## src/rtl/clk_div_pkg.sv

```systemverilog
// ---------------------------------------------------------------------------
// clk_div_pkg
// Shared definitions for the multi-channel clock divider.
//   DEFAULT_WIDTH : default divisor/counter width per channel
//   DIV_STOP      : divisor value that stops a channel
//   DIV_TICK      : divisor value that gives a tick strobe on every cycle
//   ch_mode_e     : channel operating mode decoded from the divisor
//   half_period() : ceil(d/2), the number of posedge cycles o_clk's flop is high
//   div_mode()    : divisor -> operating mode
// ---------------------------------------------------------------------------
package clk_div_pkg;

  localparam int          DEFAULT_WIDTH = 16;
  localparam logic [31:0] DIV_STOP      = 32'd0;
  localparam logic [31:0] DIV_TICK      = 32'd1;

  typedef enum logic [1:0] {
    MODE_STOP = 2'd0,
    MODE_TICK = 2'd1,
    MODE_DIV  = 2'd2
  } ch_mode_e;

  // ceil(d/2) without needing a wider adder than the divisor itself
  function automatic logic [31:0] half_period(input logic [31:0] d);
    return (d >> 1) + {31'b0, d[0]};
  endfunction

  function automatic ch_mode_e div_mode(input logic [31:0] d);
    if (d == DIV_STOP) return MODE_STOP;
    if (d == DIV_TICK) return MODE_TICK;
    return MODE_DIV;
  endfunction

endpackage

```

## src/rtl/clk_div_multi_if.sv

```systemverilog
// ---------------------------------------------------------------------------
// clk_div_multi_if
// Control/status bundle of the multi-channel clock divider.
//   i_divisor : per-channel divisor, channel k at [k*WIDTH +: WIDTH]
//   i_load    : per-channel divisor capture strobe
//   i_sync    : restart all running channels in phase
//   o_clk     : divided clocks
//   o_tick    : one-cycle strobe at the start of each period
//   o_pending : a loaded divisor is waiting for its period boundary
//   o_active  : channel runs in divide mode (divisor >= 2)
// master drives the controls, slave is the divider.
// ---------------------------------------------------------------------------
interface clk_div_multi_if
  import clk_div_pkg::*;
#(
  parameter int N_CH  = 4,
  parameter int WIDTH = DEFAULT_WIDTH
) ();

  logic [N_CH*WIDTH-1:0] i_divisor;
  logic [N_CH-1:0]       i_load;
  logic                  i_sync;
  logic [N_CH-1:0]       o_clk;
  logic [N_CH-1:0]       o_tick;
  logic [N_CH-1:0]       o_pending;
  logic [N_CH-1:0]       o_active;

  modport master (
    output i_divisor, i_load, i_sync,
    input  o_clk, o_tick, o_pending, o_active
  );

  modport slave (
    input  i_divisor, i_load, i_sync,
    output o_clk, o_tick, o_pending, o_active
  );

endinterface

```

## src/rtl/clk_div_ch.sv

```systemverilog
// ---------------------------------------------------------------------------
// clk_div_ch
// One divider channel: shadowed divisor, period counter, posedge/negedge
// output flops. 50 % duty for even and odd divisors.
//   i_clk     : source clock (both edges used)
//   i_rst     : synchronous active-high reset
//   i_divisor : divisor presented for capture
//   i_load    : capture i_divisor (applied at the next period boundary)
//   i_sync    : force a period boundary now
//   o_clk     : divided clock
//   o_tick    : one-cycle strobe at each period start (every cycle in tick mode)
//   o_pending : loaded divisor waiting to be applied
//   o_active  : divisor in force is >= 2
// ---------------------------------------------------------------------------
module clk_div_ch
  import clk_div_pkg::*;
#(
  parameter int WIDTH = DEFAULT_WIDTH
) (
  input  logic             i_clk,
  input  logic             i_rst,
  input  logic [WIDTH-1:0] i_divisor,
  input  logic             i_load,
  input  logic             i_sync,
  output logic             o_clk,
  output logic             o_tick,
  output logic             o_pending,
  output logic             o_active
);

  logic [WIDTH-1:0] cur, cur_n;
  logic [WIDTH-1:0] pend, pend_n;
  logic [WIDTH-1:0] cnt, cnt_n;
  logic             pend_v, pend_v_n;
  logic             pos_q, pos_n;
  logic             neg_q;
  logic             tick_q, tick_n;
  logic             running, wrap, boundary;
  ch_mode_e         mode_q, mode_n;

  // A channel that is stopped or in tick mode has no period to finish, so
  // every edge counts as a boundary and a load takes effect immediately.
  // A load on a boundary edge wins over an older pending value.
  always_comb begin
    running  = (mode_q == MODE_DIV);
    wrap     = running && (cnt == cur - WIDTH'(1));
    boundary = !running || wrap || i_sync;

    cur_n    = cur;
    pend_n   = pend;
    pend_v_n = pend_v;
    cnt_n    = '0;

    if (boundary && i_load) begin
      cur_n    = i_divisor;
      pend_v_n = 1'b0;
    end else if (boundary && pend_v) begin
      cur_n    = pend;
      pend_v_n = 1'b0;
    end else begin
      if (i_load) begin
        pend_n   = i_divisor;
        pend_v_n = 1'b1;
      end
      if (running && !wrap && !i_sync) begin
        cnt_n = cnt + WIDTH'(1);
      end
    end

    mode_n = div_mode(32'(cur_n));
    pos_n  = (mode_n == MODE_DIV) && (32'(cnt_n) < half_period(32'(cur_n)));
    tick_n = (mode_n == MODE_TICK) || ((mode_n == MODE_DIV) && (cnt_n == '0));
  end

  always_ff @(posedge i_clk) begin
    if (i_rst) begin
      cur    <= '0;
      pend   <= '0;
      pend_v <= 1'b0;
      cnt    <= '0;
      pos_q  <= 1'b0;
      tick_q <= 1'b0;
      mode_q <= MODE_STOP;
    end else begin
      cur    <= cur_n;
      pend   <= pend_n;
      pend_v <= pend_v_n;
      cnt    <= cnt_n;
      pos_q  <= pos_n;
      tick_q <= tick_n;
      mode_q <= mode_n;
    end
  end

  // Half-cycle delayed copy: ANDed with pos_q it trims half a cycle off the
  // high phase for odd divisors. Clears naturally the negedge after reset.
  always_ff @(negedge i_clk) begin
    neg_q <= pos_q;
  end

  // cur[0] only changes on a posedge, while neg_q is stable
  assign o_clk     = cur[0] ? (pos_q & neg_q) : pos_q;
  assign o_tick    = tick_q;
  assign o_pending = pend_v;
  assign o_active  = (mode_q == MODE_DIV);

endmodule

```

## src/rtl/clk_div_multi.sv

```systemverilog
// ---------------------------------------------------------------------------
// clk_div_multi
// N_CH independent programmable clock dividers sharing one source clock.
//   i_clk : source clock (both edges used)
//   i_rst : synchronous active-high reset
//   bus   : clk_div_multi_if slave (divisors, loads, sync, clocks, ticks,
//           pending and active flags)
// ---------------------------------------------------------------------------
module clk_div_multi
  import clk_div_pkg::*;
#(
  parameter int N_CH  = 4,
  parameter int WIDTH = DEFAULT_WIDTH
) (
  input  logic            i_clk,
  input  logic            i_rst,
  clk_div_multi_if.slave  bus
);

  logic [N_CH-1:0] ch_clk;
  logic [N_CH-1:0] ch_tick;
  logic [N_CH-1:0] ch_pending;
  logic [N_CH-1:0] ch_active;

  for (genvar k = 0; k < N_CH; k++) begin : g_ch
    clk_div_ch #(
      .WIDTH (WIDTH)
    ) u_ch (
      .i_clk     (i_clk),
      .i_rst     (i_rst),
      .i_divisor (bus.i_divisor[k*WIDTH +: WIDTH]),
      .i_load    (bus.i_load[k]),
      .i_sync    (bus.i_sync),
      .o_clk     (ch_clk[k]),
      .o_tick    (ch_tick[k]),
      .o_pending (ch_pending[k]),
      .o_active  (ch_active[k])
    );
  end

  assign bus.o_clk     = ch_clk;
  assign bus.o_tick    = ch_tick;
  assign bus.o_pending = ch_pending;
  assign bus.o_active  = ch_active;

endmodule

```

## src/flat_wrapper.sv

```systemverilog
// flat-port wrapper written by rule: the top's interface ports become plain ports
module clk_div_multi_flat import clk_div_pkg::*;
#(
  parameter int N_CH  = 4,
  parameter int WIDTH = DEFAULT_WIDTH
)
  (i_clk, i_rst, bus_i_divisor, bus_i_load, bus_i_sync, bus_o_clk, bus_o_tick, bus_o_pending, bus_o_active);
  clk_div_multi_if #(.N_CH(N_CH), .WIDTH(WIDTH)) bus_i ();
  input  logic i_clk;
  input  logic i_rst;
  input wire logic [$bits(bus_i.i_divisor)-1:0] bus_i_divisor;
  input wire logic [$bits(bus_i.i_load)-1:0] bus_i_load;
  input wire logic [$bits(bus_i.i_sync)-1:0] bus_i_sync;
  output wire logic [$bits(bus_i.o_clk)-1:0] bus_o_clk;
  output wire logic [$bits(bus_i.o_tick)-1:0] bus_o_tick;
  output wire logic [$bits(bus_i.o_pending)-1:0] bus_o_pending;
  output wire logic [$bits(bus_i.o_active)-1:0] bus_o_active;
  assign bus_i.i_divisor = bus_i_divisor;
  assign bus_i.i_load = bus_i_load;
  assign bus_i.i_sync = bus_i_sync;
  assign bus_o_clk = bus_i.o_clk;
  assign bus_o_tick = bus_i.o_tick;
  assign bus_o_pending = bus_i.o_pending;
  assign bus_o_active = bus_i.o_active;
  clk_div_multi #(.N_CH(N_CH), .WIDTH(WIDTH)) u_core (.i_clk(i_clk), .i_rst(i_rst), .bus(bus_i));
endmodule
```

## config.mk

```make
export PLATFORM = sky130hd
export DESIGN_NAME = clk_div_multi_flat
export DESIGN_NICKNAME = d
export VERILOG_FILES = /design/src/rtl/clk_div_pkg.sv /design/src/rtl/clk_div_multi_if.sv /design/src/rtl/clk_div_ch.sv /design/src/rtl/clk_div_multi.sv /design/src/flat_wrapper.sv
export SDC_FILE = /design/constraint.sdc
export NUM_CORES = 1
export LEC_CHECK = 0
export ABC_AREA = 1
export BUFFER_PORTS_ARGS = -buffer_cell sky130_fd_sc_hd__buf_2
export CORE_ASPECT_RATIO = 0.5
export CORE_UTILIZATION = 45
export CTS_CLUSTER_SIZE = 14
export DETAILED_ROUTE_END_ITERATION = 8
export HOLD_SLACK_MARGIN = 0.1
export PLACE_DENSITY = 0.64
export SYNTH_ARGS = -nofsm -noshare
export SYNTH_HDL_FRONTEND = slang
export SYNTH_HIERARCHICAL = 1
export SYNTH_SLANG_ARGS = --single-unit
```

## constraint.sdc

```tcl
create_clock -name i_clk -period 9.75 [get_ports i_clk]
set_input_delay 1.4625 -clock i_clk [delete_from_list [all_inputs] [get_ports i_clk]]
set_output_delay 1.4625 -clock i_clk [all_outputs]
set_load 0.02 [all_outputs]
```

==> results of run 1 <==
[path summary, 6_finish.rpt]
| check | to |
|---|---|
| setup / recovery | bus_o_clk[3] |
| setup reg to reg | u_core/g_ch[0].u_ch/neg_q$_DFF_N_ |
| hold reg to reg | u_core/g_ch[0].u_ch/pend[10]$_SDFFE_PP0P_ |
| hold / removal | u_core/g_ch[0].u_ch/pend[10]$_SDFFE_PP0P_ |
[sequential cells by signal (all words and copies together), names as in the netlist]
register                    cells
u_core/g_ch.u_ch/o_pending      4
u_core/g_ch.u_ch/o_tick         4
u_core/g_ch.u_ch/pos_q          4
u_core/g_ch.u_ch/mode_q         8
u_core/g_ch.u_ch/cur           64
u_core/g_ch.u_ch/neg_q          4
u_core/g_ch.u_ch/cnt           64
u_core/g_ch.u_ch/pend          64
[cell type report]
cell class	count	area (um2)	area share
timing repair buffer	93	489	0.0280
sequential	216	4320	0.248
inverter	330	1240	0.0709
multi-input combinational	1864	9950	0.570
clock inverter	21	241	0.0138
antenna	4	10.0	0.000573
clock buffer	27	622	0.0356
tap	475	594	0.0340
[cell families (layout without fill, tap and decap cells)]
logic type,after synthesis,in the layout
buf+inv,416,471
flops,216,216
simple gates,1509,1509
xor+xnor,100,100
other cells,0,4
compound gates,171,171
fa+ha+maj,84,84
[routing by layer]
| metal | part of all wire | GRT usage |
|---|---|---|
| met1 | 0.49 | 0.307 |
| met5 | 0 | 0 |
| met2 | 0.45 | 0.382 |
| met3 | 0.040 | 0.0304 |
| met4 | 0.021 | 0.0549 |
[power by group]
part | switching, uW | internal [uW]
clock network | 409 | 596
registers | 43.7 | 918
logic | 327 | 168
total | 780 | 1680
[metrics by stage]
stage / cell area (um2) / hold slack [ps] / instances / worst slack (ps)
after detailed placement: 16600 / 452 / 2982 / 2810
final: 17500 / 461 / 3030 / 2230
after CTS: 17500 / 463 / 3026 / 2200
after global placement: 16600 / 449 / 2982 / 2820
after global routing: 17500 / 475 / 3030 / 2150
after floorplan: 16000 / 440 / 2496 / 2900
[critical path, cell delays in order (launching register included)]
cell and delay (ps):
dfxtp_1 280, o21a_1 170, buf_2 150
[Yosys cell counts (all sizes together)]
cell,number,area share
nand3,274,0.092
a211oi,16,0.0075
nor3,62,0.023
and2,4,0.0016
o21a,5,0.0023
clkinv,5,0.0012
or2,52,0.021
inv,329,0.077
o221ai,4,0.0022
o211ai,8,0.0037
nand3b,12,0.0056
xnor2,29,0.016
nor4,12,0.0047
xor2,71,0.039
clkbuf,27,0.0063
nor2,380,0.10
o21ai,56,0.017
a21oi,82,0.026
nand2,660,0.17
nand4,53,0.021
dfxtp,216,0.27
ha,84,0.066
buf,55,0.025
==> run summary, run 1 <==
complex-gate fraction of the synthesized area: 0.0589
Clock Latency Late Sink: 580 ps
final hold violations: 0
post-synthesis mux area share: 0
PortBufs: 86
Seq cells post-synth: 216
layout cells sized above 1: 0.136
largest net degree at the start of global routing: 90
hold_buf cts: 0
RSZ-0062 raised after global routing: false
Final Skew: 49.6 ps
most common cell after layout, fill and taps aside: nand2_1
unique cell type count in the Yosys netlist: 40
drt drc: 0
WL/cell: 13.6 um
Crit. End Element: output pin
Final GP Congestion: 0.896
pwr dens: 141 nW/um2
status: finished, final reports clean
Die X: 269 um
Mean Syn Cell Area: 6.42 um2
Net Count, Synth: 2,651
# rows: 48
Final HPWL DP: 31.3 mm
drt first pass iters: 5
Mapped Cells: 2,496
initial drt markers: 922
DR vias: 15,200
Peak VDD IR: 0.000113 V
Final Max Slew Viols: 0
first-pass GRT wire length: 67.4 mm
clk slew on worst S/H paths: 70 ps
vias in the first global route: 14,000
worst setup path startpoint: u_core/g_ch[3].u_ch/neg_q$_DFF_N_
final total power: 2460 uW
Critical R2R Launch: u_core/g_ch[0].u_ch/pos_q$_SDFF_PP0_
hold path start: u_core/g_ch[0].u_ch/pend[10]$_SDFFE_PP0P_
clock buffer depth: 3
TNS Setup: 0 ps
Finished Core Util: 0.502
Remaining Overflow, GRT: 0
max_cap viols: 0
reg2reg path depth: 0
Yosys Warn Count: 6
crit-path max FO: 1
WP data required: 8290 ps
main combinational cell family by area after synthesis: simple AND/OR/NAND/NOR gates
HP Class: register to register
I/O Pins: 87
H-Tree Depth: 1
Setup violations, final: 0
Post-Synth XOR/XNOR Area: 0.0546
Starting Density: 0.461
internal reg-to-reg setup slack: 4480 ps
Pleak: 0.00841 uW
Post-Synth Simple-Gate Area: 0.442
CP Class: register to output pin
CP arrival: 6060 ps
CTS Buf Count: 24
Total Routing Usage GR: 0.227
Layout area overhead: 8.97%
adder and majority gate portion of the synthesized area: 0.0656
Die Y: 135 um
slew margin rel.: 0.324
core area: 34,800 um2
CTS tree: built
final WL: 41.1 mm
CTS resizes: 0
clock sink total: 216
initial antenna violation count: 4
FILL cells: 3,563
crit start category: register
Die ar.: 36,400 um2
register area share after synthesis: 0.270
synthesized area: 16,000 um2
commonest non-fill, non-tap cells in the layout: nand2_1 (596), nor2_1 (313), inv_1 (295), nand3_1 (255), dfxtp_1 (216)
DRT antenna net count: 0
vias per inst: 5.01
nets: 2,688
post-CTS setup buffer count: 0
hold path depth: 2
CTS root buf: clkbuf_16
Worst Tran Pin Value: 1010 ps
Power figures use the tool's default switching activity.
==> run 2: changes to the inputs <==
- ABC_AREA: 1 -> 0
- clock period: 9.75 -> 7.2 ns (I/O delays scaled with it)
==> run 2 against run 1 <==
Compared with the run above: critical endpoint is now u_core/g_ch[3].u_ch/pos_q$_SDFF_PP0_; die area increased by 4.8%; first-iteration DRC count increased by 53%; register-to-register slack got worse by 3500 ps.
==> run summary, run 2 <==
Layout area overhead: 8.64%
vias in the first global route: 14,700
synthesized area: 16,800 um2
FFs w/ async S/R, synth: 0
FF+latch area: 4320 um2
WL/cell: 18.9 um
Post-synth EDFFs: 0
CP arrival: 6710 ps
area of the multi-input gates: 11,600 um2
clock network fraction of total power: 0.385
Post-synth top flop: dfxtp_1
Mapped Cells: 2,191
Final Max Slew Viols: 0
Yosys Warn Count: 6
Pleak: 0.00743 uW
WP data required: 7690 ps
final hold violations: 0
Setup violations, final: 0
clk slew on worst S/H paths: 70 ps
DRT antenna net count: 0
sw frac: 0.323
hold_buf cts: 0
CTS tree: built
Remaining Overflow, GRT: 0
CTS resizes: 0
Clock Latency Late Sink: 580 ps
drt drc: 0
Crit. End Element: register
Final HPWL DP: 38.1 mm
logic gate share of total power: 0.230
post-CTS setup buffer count: 0
crit start category: register
vias per inst: 5.92
Mean Syn Cell Area: 7.67 um2
TNS Setup: 0 ps
status: finished, final reports clean
Seq cells post-synth: 216
Peak VDD IR: 0.000145 V
DR vias: 15,900
initial antenna violation count: 1
CTS root buf: clkbuf_16
CP Class: register to register
Finished Core Util: 0.502
top-count cell post-synth: nor2_1
most frequent cells after synthesis: nor2_1 (348), dfxtp_1 (216), a21oi_1 (130)
Setup WS pre-CTS: 1060 ps
max_cap viols: 0
most common cell after layout, fill and taps aside: nor2_1
commonest non-fill, non-tap cells in the layout: nor2_1 (348), dfxtp_1 (216), a21oi_1 (130), nand2_1 (123), o21ai_0 (105)
clock buffer depth: 3
Slowest-stage cell, CP: and4_1
Total Routing Usage GR: 0.259
setup ws final: 980 ps
Final Skew: 49.0 ps
pwr dens: 187 nW/um2
clock sink total: 216
Bufs and invs on worst path: 4
Internal: 2310 uW
largest net degree at the start of global routing: 150
core area: 36,400 um2
Net Count, Synth: 2,346
Yosys top cell area share: 0.257
Worst Tran Pin Value: 995 ps
H-Tree Depth: 1
Die Y: 139 um
layout cells sized above 1: 0.113
I/O Pins: 87
Largest stage delay, worst path: 550 ps
Final period util: 0.864
unique cell type count in the Yosys netlist: 95
final WL: 50.8 mm
first-pass GRT wire length: 80.1 mm
HP Class: register to register
placed insts: 2,651
slew margin rel.: 0.334
leading post-synthesis cells by cell area: dfxtp_1 (26%), nor2_1 (7.8%), ha_1 (6.3%)
Min Hold Slack: 453 ps
initial drt markers: 1,409
area leader, netlist: dfxtp_1
RSZ-0062 raised after global routing: false
CP dominant cell by count: ha_1
drt first pass iters: 5
Die X: 275 um
nets: 2,347
PortBufs: 86
crit-path max FO: 16
# rows: 49
Fmax: 161 MHz
FILL cells: 3,613
Largest regs: u_core/g_ch.u_ch/cnt (64), u_core/g_ch.u_ch/cur (64), u_core/g_ch.u_ch/pend (64)
switching power: 1100 uW
sequential share of power: 0.385
CTS Buf Count: 23
CP delay by family, top: simple AND/OR/NAND/NOR gates
Final GP Congestion: 0.934
fin crit period: 6220 ps
final std cells w/o fill: 2,693
register area share after synthesis: 0.257
Die ar.: 38,200 um2
Starting Density: 0.462
==> run 2: metal layers <==
metal | GRT usage | part of all wire
met1 | 0.366 | 0.47
met2 | 0.416 | 0.45
met3 | 0.0350 | 0.057
met4 | 0.0605 | 0.022
met5 | 0 | 0
==> run 2: area by class of cell <==
class | count | share of cell area
Clock buffer | 30 | 0.0363
Inverter | 67 | 0.0138
Tap cell | 484 | 0.0332
Multi-Input combinational cell | 1772 | 0.637
Antenna cell | 1 | 0.000137
Timing Repair Buffer | 108 | 0.0336
Clock inverter | 15 | 0.00891
Sequential cell | 216 | 0.237
==> run 2: path summary, 6_finish.rpt <==
check                                                               start                                         to  slack (ps)  cells after the start
worst max-delay path                u_core/g_ch[3].u_ch/cur[0]$_SDFF_PP0_       u_core/g_ch[3].u_ch/pos_q$_SDFF_PP0_         980                     28
worst min-delay path            u_core/g_ch[1].u_ch/pend[10]$_SDFFE_PP0P_  u_core/g_ch[1].u_ch/pend[10]$_SDFFE_PP0P_         450                      2
worst max register to register      u_core/g_ch[3].u_ch/cur[0]$_SDFF_PP0_       u_core/g_ch[3].u_ch/pos_q$_SDFF_PP0_         980                     28
worst min register to register  u_core/g_ch[1].u_ch/pend[10]$_SDFFE_PP0P_  u_core/g_ch[1].u_ch/pend[10]$_SDFFE_PP0P_         450                      2
==> run 2: worst min-delay path, stage by stage (launching register included) <==
cell and delay [ps]:
dfxtp_1 310, nand2_1 50, a21oi_1 50
==> run 2: power groups by stage <==
stage | sequential, uW | clock [uW] | combinational (uW)
2_1_floorplan | 1300 | 6.95 | 598
3_3_place_gp | 1340 | 6.95 | 765
3_5_place_dp | 1340 | 6.95 | 768
4_1_cts | 1310 | 1340 | 772
5_1_grt | 1320 | 1390 | 857
6_report | 1310 | 1310 | 782
==> run 2: logic make-up (layout without fill, tap and decap cells) <==
group	count (synthesis)	count (layout)	synth area share
adder cells (fa/ha/maj)	84	84	0.0625
flip-flops	216	216	0.257
XOR/XNOR	170	170	0.0894
other	0	1	0
AO/OA/AOI/OAI	465	465	0.180
buffers and inverters	203	220	0.0511
multiplexers	66	66	0.0405
AND/OR/NAND/NOR	987	987	0.319
==> run 2: per-stage QoR <==
step / instance area [um2] / total power [uW]
5_1_grt: 18300 / 3560
2_1_floorplan: 16800 / 1900
6_report: 18300 / 3410
4_1_cts: 18300 / 3420
3_3_place_gp: 17400 / 2110
3_5_place_dp: 17400 / 2110
